**src/rtl/pdec_seq_if.sv**
```systemverilog
// Handshake bundle for pdec_seq: a code stream in, a merged one-hot word stream out.
interface pdec_seq_if;
    logic       in_valid;
    logic       in_ready;
    logic [2:0] in_code;
    logic       in_none;
    logic       in_last;
    logic       out_valid;
    logic       out_ready;
    logic [7:0] out_vec;
    logic [3:0] out_cnt;
    logic       out_err;

    modport master (
        output in_valid, in_code, in_none, in_last, out_ready,
        input  in_ready, out_valid, out_vec, out_cnt, out_err
    );

    modport slave (
        input  in_valid, in_code, in_none, in_last, out_ready,
        output in_ready, out_valid, out_vec, out_cnt, out_err
    );
endinterface

```
**src/rtl/pdec_seq.sv**
```systemverilog
// Merges up to ACC_MAX encoded bit indices into one 8-bit vector word, flagging
// codes that hit an already-set bit; one word is presented at a time.
module pdec_seq #(
    parameter int ACC_MAX = 4
) (
    input  logic       clk,
    input  logic       rst,
    pdec_seq_if.slave  bus
);
    typedef enum logic [1:0] {IDLE, ACC, OUT} state_t;

    localparam logic [3:0] CNT_MAX = 4'(ACC_MAX);

    function automatic logic [7:0] decode(input logic [2:0] code, input logic none);
        return none ? 8'h00 : (8'h01 << code);
    endfunction

    state_t     state;
    logic [7:0] mask;
    logic [3:0] cnt;
    logic       err;
    logic       in_ready_r;
    logic       out_valid_r;
    logic [7:0] out_vec_r;
    logic [3:0] out_cnt_r;
    logic       out_err_r;

    logic       take;
    logic       close;
    logic [7:0] dec;
    logic [7:0] nmask;
    logic [3:0] ncnt;
    logic       nerr;

    assign bus.in_ready  = in_ready_r;
    assign bus.out_valid = out_valid_r;
    assign bus.out_vec   = out_vec_r;
    assign bus.out_cnt   = out_cnt_r;
    assign bus.out_err   = out_err_r;

    // Next accumulator contents if the current beat is taken; IDLE starts a fresh word.
    always_comb begin
        take = bus.in_valid && in_ready_r;
        dec  = decode(bus.in_code, bus.in_none);
        if (state == ACC) begin
            nmask = mask | dec;
            ncnt  = cnt + 4'd1;
            nerr  = err | (!bus.in_none && mask[bus.in_code]);
        end else begin
            nmask = dec;
            ncnt  = 4'd1;
            nerr  = 1'b0;
        end
        close = bus.in_last || (ncnt == CNT_MAX);
    end

    always_ff @(posedge clk) begin
        if (rst) begin
            state       <= IDLE;
            mask        <= 8'h00;
            cnt         <= 4'd0;
            err         <= 1'b0;
            in_ready_r  <= 1'b1;
            out_valid_r <= 1'b0;
            out_vec_r   <= 8'h00;
            out_cnt_r   <= 4'd0;
            out_err_r   <= 1'b0;
        end else begin
            case (state)
                IDLE, ACC: begin
                    if (take) begin
                        mask <= nmask;
                        cnt  <= ncnt;
                        err  <= nerr;
                        if (close) begin
                            state       <= OUT;
                            in_ready_r  <= 1'b0;
                            out_valid_r <= 1'b1;
                            out_vec_r   <= nmask;
                            out_cnt_r   <= ncnt;
                            out_err_r   <= nerr;
                        end else begin
                            state <= ACC;
                        end
                    end
                end
                OUT: begin
                    // Output registers keep the word after the handshake.
                    if (bus.out_ready) begin
                        state       <= IDLE;
                        out_valid_r <= 1'b0;
                        in_ready_r  <= 1'b1;
                    end
                end
                default: state <= IDLE;
            endcase
        end
    end
endmodule

```
**src/flat_wrapper.sv**
```systemverilog
// flat-port wrapper written by rule: the top's interface ports become plain ports
module pdec_seq_flat 
#(
    parameter int ACC_MAX = 4
)
  (clk, rst, bus_in_valid, bus_in_code, bus_in_none, bus_in_last, bus_out_ready, bus_in_ready, bus_out_valid, bus_out_vec, bus_out_cnt, bus_out_err);
  pdec_seq_if bus_i ();
  input  logic clk;
  input  logic rst;
  input wire logic [$bits(bus_i.in_valid)-1:0] bus_in_valid;
  input wire logic [$bits(bus_i.in_code)-1:0] bus_in_code;
  input wire logic [$bits(bus_i.in_none)-1:0] bus_in_none;
  input wire logic [$bits(bus_i.in_last)-1:0] bus_in_last;
  input wire logic [$bits(bus_i.out_ready)-1:0] bus_out_ready;
  output wire logic [$bits(bus_i.in_ready)-1:0] bus_in_ready;
  output wire logic [$bits(bus_i.out_valid)-1:0] bus_out_valid;
  output wire logic [$bits(bus_i.out_vec)-1:0] bus_out_vec;
  output wire logic [$bits(bus_i.out_cnt)-1:0] bus_out_cnt;
  output wire logic [$bits(bus_i.out_err)-1:0] bus_out_err;
  assign bus_i.in_valid = bus_in_valid;
  assign bus_i.in_code = bus_in_code;
  assign bus_i.in_none = bus_in_none;
  assign bus_i.in_last = bus_in_last;
  assign bus_i.out_ready = bus_out_ready;
  assign bus_in_ready = bus_i.in_ready;
  assign bus_out_valid = bus_i.out_valid;
  assign bus_out_vec = bus_i.out_vec;
  assign bus_out_cnt = bus_i.out_cnt;
  assign bus_out_err = bus_i.out_err;
  pdec_seq #(.ACC_MAX(ACC_MAX)) u_core (.clk(clk), .rst(rst), .bus(bus_i));
endmodule
```
**config.mk**
```make
export PLATFORM = sky130hd
export DESIGN_NAME = pdec_seq_flat
export DESIGN_NICKNAME = d
export VERILOG_FILES = /design/src/rtl/pdec_seq_if.sv /design/src/rtl/pdec_seq.sv /design/src/flat_wrapper.sv
export SDC_FILE = /design/constraint.sdc
export NUM_CORES = 1
export LEC_CHECK = 0
export ABC_AREA = 1
export BUFFER_PORTS_ARGS = -buffer_cell sky130_fd_sc_hd__buf_4
export CAP_MARGIN = 20
export CORE_MARGIN = 3
export CORE_UTILIZATION = 58
export DETAILED_ROUTE_END_ITERATION = 10
export PLACE_DENSITY_LB_ADDON = 0.15
export SYNTH_ARGS = -nofsm -noshare
export SYNTH_HDL_FRONTEND = slang
export SYNTH_SLANG_ARGS = --single-unit
```
**constraint.sdc**
```tcl
create_clock -name clk -period 3.09 [get_ports clk]
set_clock_uncertainty 0.1 [all_clocks]
set_input_delay 0.4635 -clock clk [delete_from_list [all_inputs] [get_ports clk]]
set_output_delay 0.4635 -clock clk [all_outputs]
set_load 0.05 [all_outputs]
```
---- Yosys cells after proc, flatten, opt, wreduce, memory -nomap -nowiden ----
Cells that the tools add are included.
word-level totals
  register bits ........................... 30
  latch bits .............................. 0
  bits in writable memories ............... 0
  bits in read-only memories .............. 0
  input bits .............................. 9
  output and inout bits ................... 15
  word-level logic and storage cells ...... 49
  memories kept ........................... 0
cells by class
  add/subtract/negate cells ............... 1
  $mul .................................... 0
  div/mod/pow operators ................... 0
  order comparisons ....................... 1
  equal/unequal tests ..................... 6
  shifts and indexed selects .............. 1
  muxes and demuxes ....................... 18
  bitwise logic cells ..................... 2
  reductions and logical operators ........ 11
operators with widths
  kind                 number
  $mux 8               2
  $mux 1               8
  $or 8x8->8           1
  $shl 1x3->8 const A  1
  $mux 2               3
  $add 4x1->4 const B  1
  $eq 4x3->1 const B   1
  $lt 3x4->1 const B   1
  $mux 4               1
  $ne 2x1->1 const B   2
  $pmux 1 s2           2
  $pmux 2 s2           1
  $reduce_and 2->1     2
  $reduce_and 4->1     1
  $bmux 1 s3           1
  $reduce_and 3->1     1
  $eq 2x1->1 const B   1
  $eq 2x2->1 const B   1
  $logic_and 1x1->1    2
  $logic_not 2->1      1
  $ne 2x2->1 const B   1
  $reduce_bool 2->1    1
  $reduce_or 2->1      1
  $logic_not 1->1      1
  other kinds (2)      2

---- Logic depth before layout (Yosys ltp) ----
  depth after elaboration ................. 7
  depth in mapped cells ................... 12
  depth with buffers taken out ............ 11

---- Least setup slack after synthesis ----
No wires, ideal clock.
  kind .................................... flip-flop to flip-flop
  start point ............................. reg u_core.in_ready_r (netlist: u_core.bus.in_ready)
  end point ............................... reg u_core.out_vec_r[3] (netlist: u_core.bus.out_vec[3])
  library setup time ...................... 0.115 ns
  arrival time ............................ 1.603 ns
  data required time ...................... 2.875 ns
  path slack .............................. 1.272 ns
  cell stages (with the launch flop) ...... 8
  path buffers ............................ 1
  period minus slack after synthesis ...... 1.818 ns
  cell sequence ........................... dfxtp_1 -> nand2_1 -> nor2_2 -> inv_2 -> buf_2 -> nor2_1 -> a21oi_1 -> o21a_1
on the way
  word-level cells in the longest chain between the ends .. 2
RTL lines
  element                     RTL line        text
  start: declaration          pdec_seq.sv:22  logic in_ready_r;
  start signal: assignment    pdec_seq.sv:63  in_ready_r <= 1'b1;
  start signal: assignment    pdec_seq.sv:77  in_ready_r <= 1'b0;
  start signal: assignment    pdec_seq.sv:92  in_ready_r <= 1'b1;
  $logic_and 1x1->1           pdec_seq.sv:43  take = bus.in_valid && in_ready_r;
  $reduce_and 3->1 (no line)  --
  end signal: assignment      pdec_seq.sv:79  out_vec_r <= nmask;
  end: declaration            pdec_seq.sv:24  logic [7:0] out_vec_r;
No other way between the ends.
A chain may end at the register's enable or synchronous reset.

---- Worst setup path in the final report ----
  start point ............................. reg u_core.cnt[0]
  end point ............................... reg u_core.out_vec_r[7] (netlist: u_core.bus.out_vec[7])
on the way
  word-level cells in the longest chain between the ends .. 5
RTL lines
  element                     RTL line        text
  start: declaration          pdec_seq.sv:20  logic [3:0] cnt;
  start signal: assignment    pdec_seq.sv:73  cnt <= ncnt;
  $add 4x1->4                 pdec_seq.sv:47  ncnt = cnt + 4'd1;
  $mux 4                      pdec_seq.sv:45  if (state == ACC) begin
  $eq 4x3->1                  pdec_seq.sv:54  close = bus.in_last || (ncnt == CNT_MAX);
  $logic_or 1x1->1            pdec_seq.sv:54
  $reduce_and 3->1 (no line)  --
No other way between the ends.

==> results.cfg <==
[die]
io_pins = 24
core-area_mm2 = 0.00225
core.rowCount = 17
initial_core_util_pct = 62.2
design.die.area_mm2 = 0.00304
die_h_um = 55.2
fp.dieW_um = 55.2

[clocking]
cts_num_sinks = 30
cts_setup_buffers = 0
clock_latency_ns = 0.34
cts_buffers = 5
clk_pin_slew_ns = 0.10
post_cts_resized = 0
clock_tree.root_cell = clkbuf_4
cts_hold_buf = 0
h-tree-depth = 2
cts_tree = built
clockBufferDepth = 2

[pwr]
sw_frac_of_total_pct = 30.8
switchingPower_uw = 286
clkPwrFrac_pct = 32.5
p_comb_share_pct = 20.6
seqPwrFrac_pct = 46.9
p_int_uw = 643
irDropWorstVdd_v = 0.000403
leakagePower_uw = 0.000780
power_density_mw_per_mm2 = 561

[setup_path]
crit_path_frequent_cell = nand2_1
rr_startpoint = u_core.cnt[0]
r2r-end = u_core.bus.out_vec[7]
reg2reg_slack_ns = 1.15
cp_slowest_cell = dfxtp_1
crit_type = register to register
critPathMaxStageDelay_ns = 0.45
cp_max_fo = 16
cp-start-kind = register
crit_path_end_kind = register
cp.arrival_ns = 2.07
crit_chain = ha_1 > inv_1 > nand3_1 > nor2_1 > nand2_1 > a21oi_4 > nand2_1 > nand2_1 > nor2_1
reg2regPathDepth = 9
crit_required_ns = 3.22

[finish]
drive_gt1_share_pct = 16.7
fin_cells = 256
antenna_cells = 0
final_nets = 237
syn2layout_area_growth_pct = 18.1

[place]
place.gp.congestion = 0.837
hpwl_mm = 2.23
portBuffers = 23
place_ws_ns = 1.20
dp.cells = 248

[route]
topRoutingLayerUsed = met4
dr_total_vias = 1373
first_pass_iters = 4
routedWlPerCell_um = 11.8
wl_met2_mm = 1.39
met1_length_mm = 1.33
wl_mm = 3.02
drc = 0
wl_met3_um = 224
drt.antenna.violating_nets = 0
first_iter_violations = 47
drt-vias-per-instance = 5.36

[global_route]
first_global_vias = 1125
antenna_found_initial = 0
grtUsageTotal_pct = 22.9
grt_pass1_wl_mm = 4.91
overflow = 0
grt_max_degree = 19

[sta]
hold_viol = 0
fmax_mhz = 517
finalCriticalPeriod_ns = 1.94
setup_viol = 0
worst_pin_slew_ns = 0.475
relSlewSlack_pct = 68.3
rsz0062_at_grt = no
setup_slack_ns = 1.15
post-route-period-util_pct = 62.6
final-max-slew-violation-count = 0
timing.setup.tns_ns = 0

[hold_path]
hp-class = input pin to register
hold_path_startpoint = bus_in_last
min_to = u_core.bus.out_cnt[3]
hold_depth = 3

[logic_synthesis]
postSynthCellCount = 203
yosysWarnings = 0
syn_nets = 213
ys_seq_elements = 30
synth_cell_types = 26
yosysSeqAreaShare_pct = 42.8
synth_area_mm2 = 0.00140
synth.avg_cell_area_um2 = 6.91

[run_status]
outcome = finished clean

[run]
cap_violations = 0
worst max-delay path, delay by kind of cell (launching register included):
kind | cells | cell delay (ns)
buf+inv | 1 | 0.07
simple gates | 6 | 0.56
compound gates | 1 | 0.37
fa+ha+maj | 1 | 0.27
flops | 1 | 0.45
worst max path at each step:
stage                              startpoint                     to  slack, ns  cells after the start
final                           u_core.cnt[0]  u_core.bus.out_vec[7]       1.15                      9
after global routing            u_core.cnt[0]  u_core.bus.out_vec[7]       0.99                      9
after global placement           bus_in_valid  u_core.bus.out_cnt[2]       1.28                      9
after detailed placement        u_core.cnt[0]  u_core.bus.out_vec[7]       1.20                      9
after floorplan           u_core.bus.in_ready  u_core.bus.out_vec[3]       1.27                      7
after CTS                       u_core.cnt[0]  u_core.bus.out_vec[7]       1.17                      9
routing by layer:
| layer | up-vias | track usage (%) |
|---|---|---|
| met5 | - | 0 |
| met4 | 0 | 11.3 |
| met3 | 9 | 5.63 |
| met2 | 45 | 36.4 |
| met1 | 623 | 28.7 |
| li1 | 696 | - |
area by class of cell:
cell class                 instances  area [um2]
multi-input combinational        140         666
sequential                        30         601
fill                             204         598
timing repair buffer              24         180
inverter                          26        97.6
clock inverter                     3        40.0
clock buffer                       5        37.5
tap                               28        35.0
cell usage after synthesis:
library cell,count,area [um2]
a211oi_1,3,22.5
a21oi_1,13,65.1
a21oi_4,1,16.3
a22oi_1,1,7.51
a31oi_1,1,6.26
buf_2,4,20.0
buf_6,1,11.3
clkbuf_1,2,7.51
dfxtp_1,30,601
ha_1,1,12.5
inv_1,25,93.8
inv_2,1,3.75
nand2_1,54,203
nand2_2,1,6.26
nand3_1,11,55.1
nand3_2,1,10.0
nand3b_1,1,7.51
nand4_1,1,6.26
nor2_1,29,109
nor2_2,1,6.26
nor2_4,1,11.3
nor3_1,1,5.00
o211ai_1,4,30.0
o21a_1,4,30.0
o21ai_0,10,50.1
o22ai_1,1,6.26
power by group through the flow:
stage	sequential (uW)	combinational [uW]	clock, uW
3_5_place_dp	444	190	0
3_3_place_gp	441	186	0
4_1_cts	435	191	308
2_1_floorplan	489	92.1	0
5_1_grt	439	211	329
6_report	435	191	302
state kept, by name, indices dropped and copies added (netlist names):
name and flops:
u_core.bus.out_vec 8, u_core.mask 8, u_core.bus.out_err 1, u_core.cnt 4
u_core.err 1, u_core.bus.out_cnt 4, u_core.bus.in_ready 1, u_core.bus.out_valid 1
u_core.state 2
layout by cell type, fill, tap and decap left out:
cell	Yosys	final
o22ai_1	1	1
clkbuf_4	0	5
dfxtp_1	30	30
o21a_1	4	4
inv_2	1	1
nor2_2	1	1
nand3b_1	1	1
buf_4	0	24
a31oi_1	1	1
ha_1	1	1
nand2_1	54	54
o21ai_0	10	10
nor3_1	1	1
inv_1	25	25
a22oi_1	1	1
nand3_2	1	1
o211ai_1	4	4
a211oi_1	3	3
nor2_1	29	29
bufinv_16	0	1
nand3_1	11	11
clkinv_2	0	2
nand4_1	1	1
nor2_4	1	1
a21oi_4	1	1
nand2_2	1	1
a21oi_1	13	13
stage by stage:
stage | utilization, % | total power [uW] | area, um2 | hold slack, ns
CTS | 73.5 | 934 | 1660 | 0.291
global placement | 70.0 | 628 | 1580 | 0.351
global route | 73.5 | 979 | 1660 | 0.296
floorplan | - | 581 | 1400 | 0.344
detailed placement | 70.0 | 634 | 1580 | 0.363
finish | 73.5 | 929 | 1660 | 0.293
kinds of logic after synthesis:
logic type,share of synthesized area (%)
adder cells (fa/ha/maj),0.892
AO/OA/AOI/OAI,16.7
AND/OR/NAND/NOR,29.9
buffers and inverters,9.72
flip-flops,42.8
Note: power is estimated with default switching activity, not from simulation.
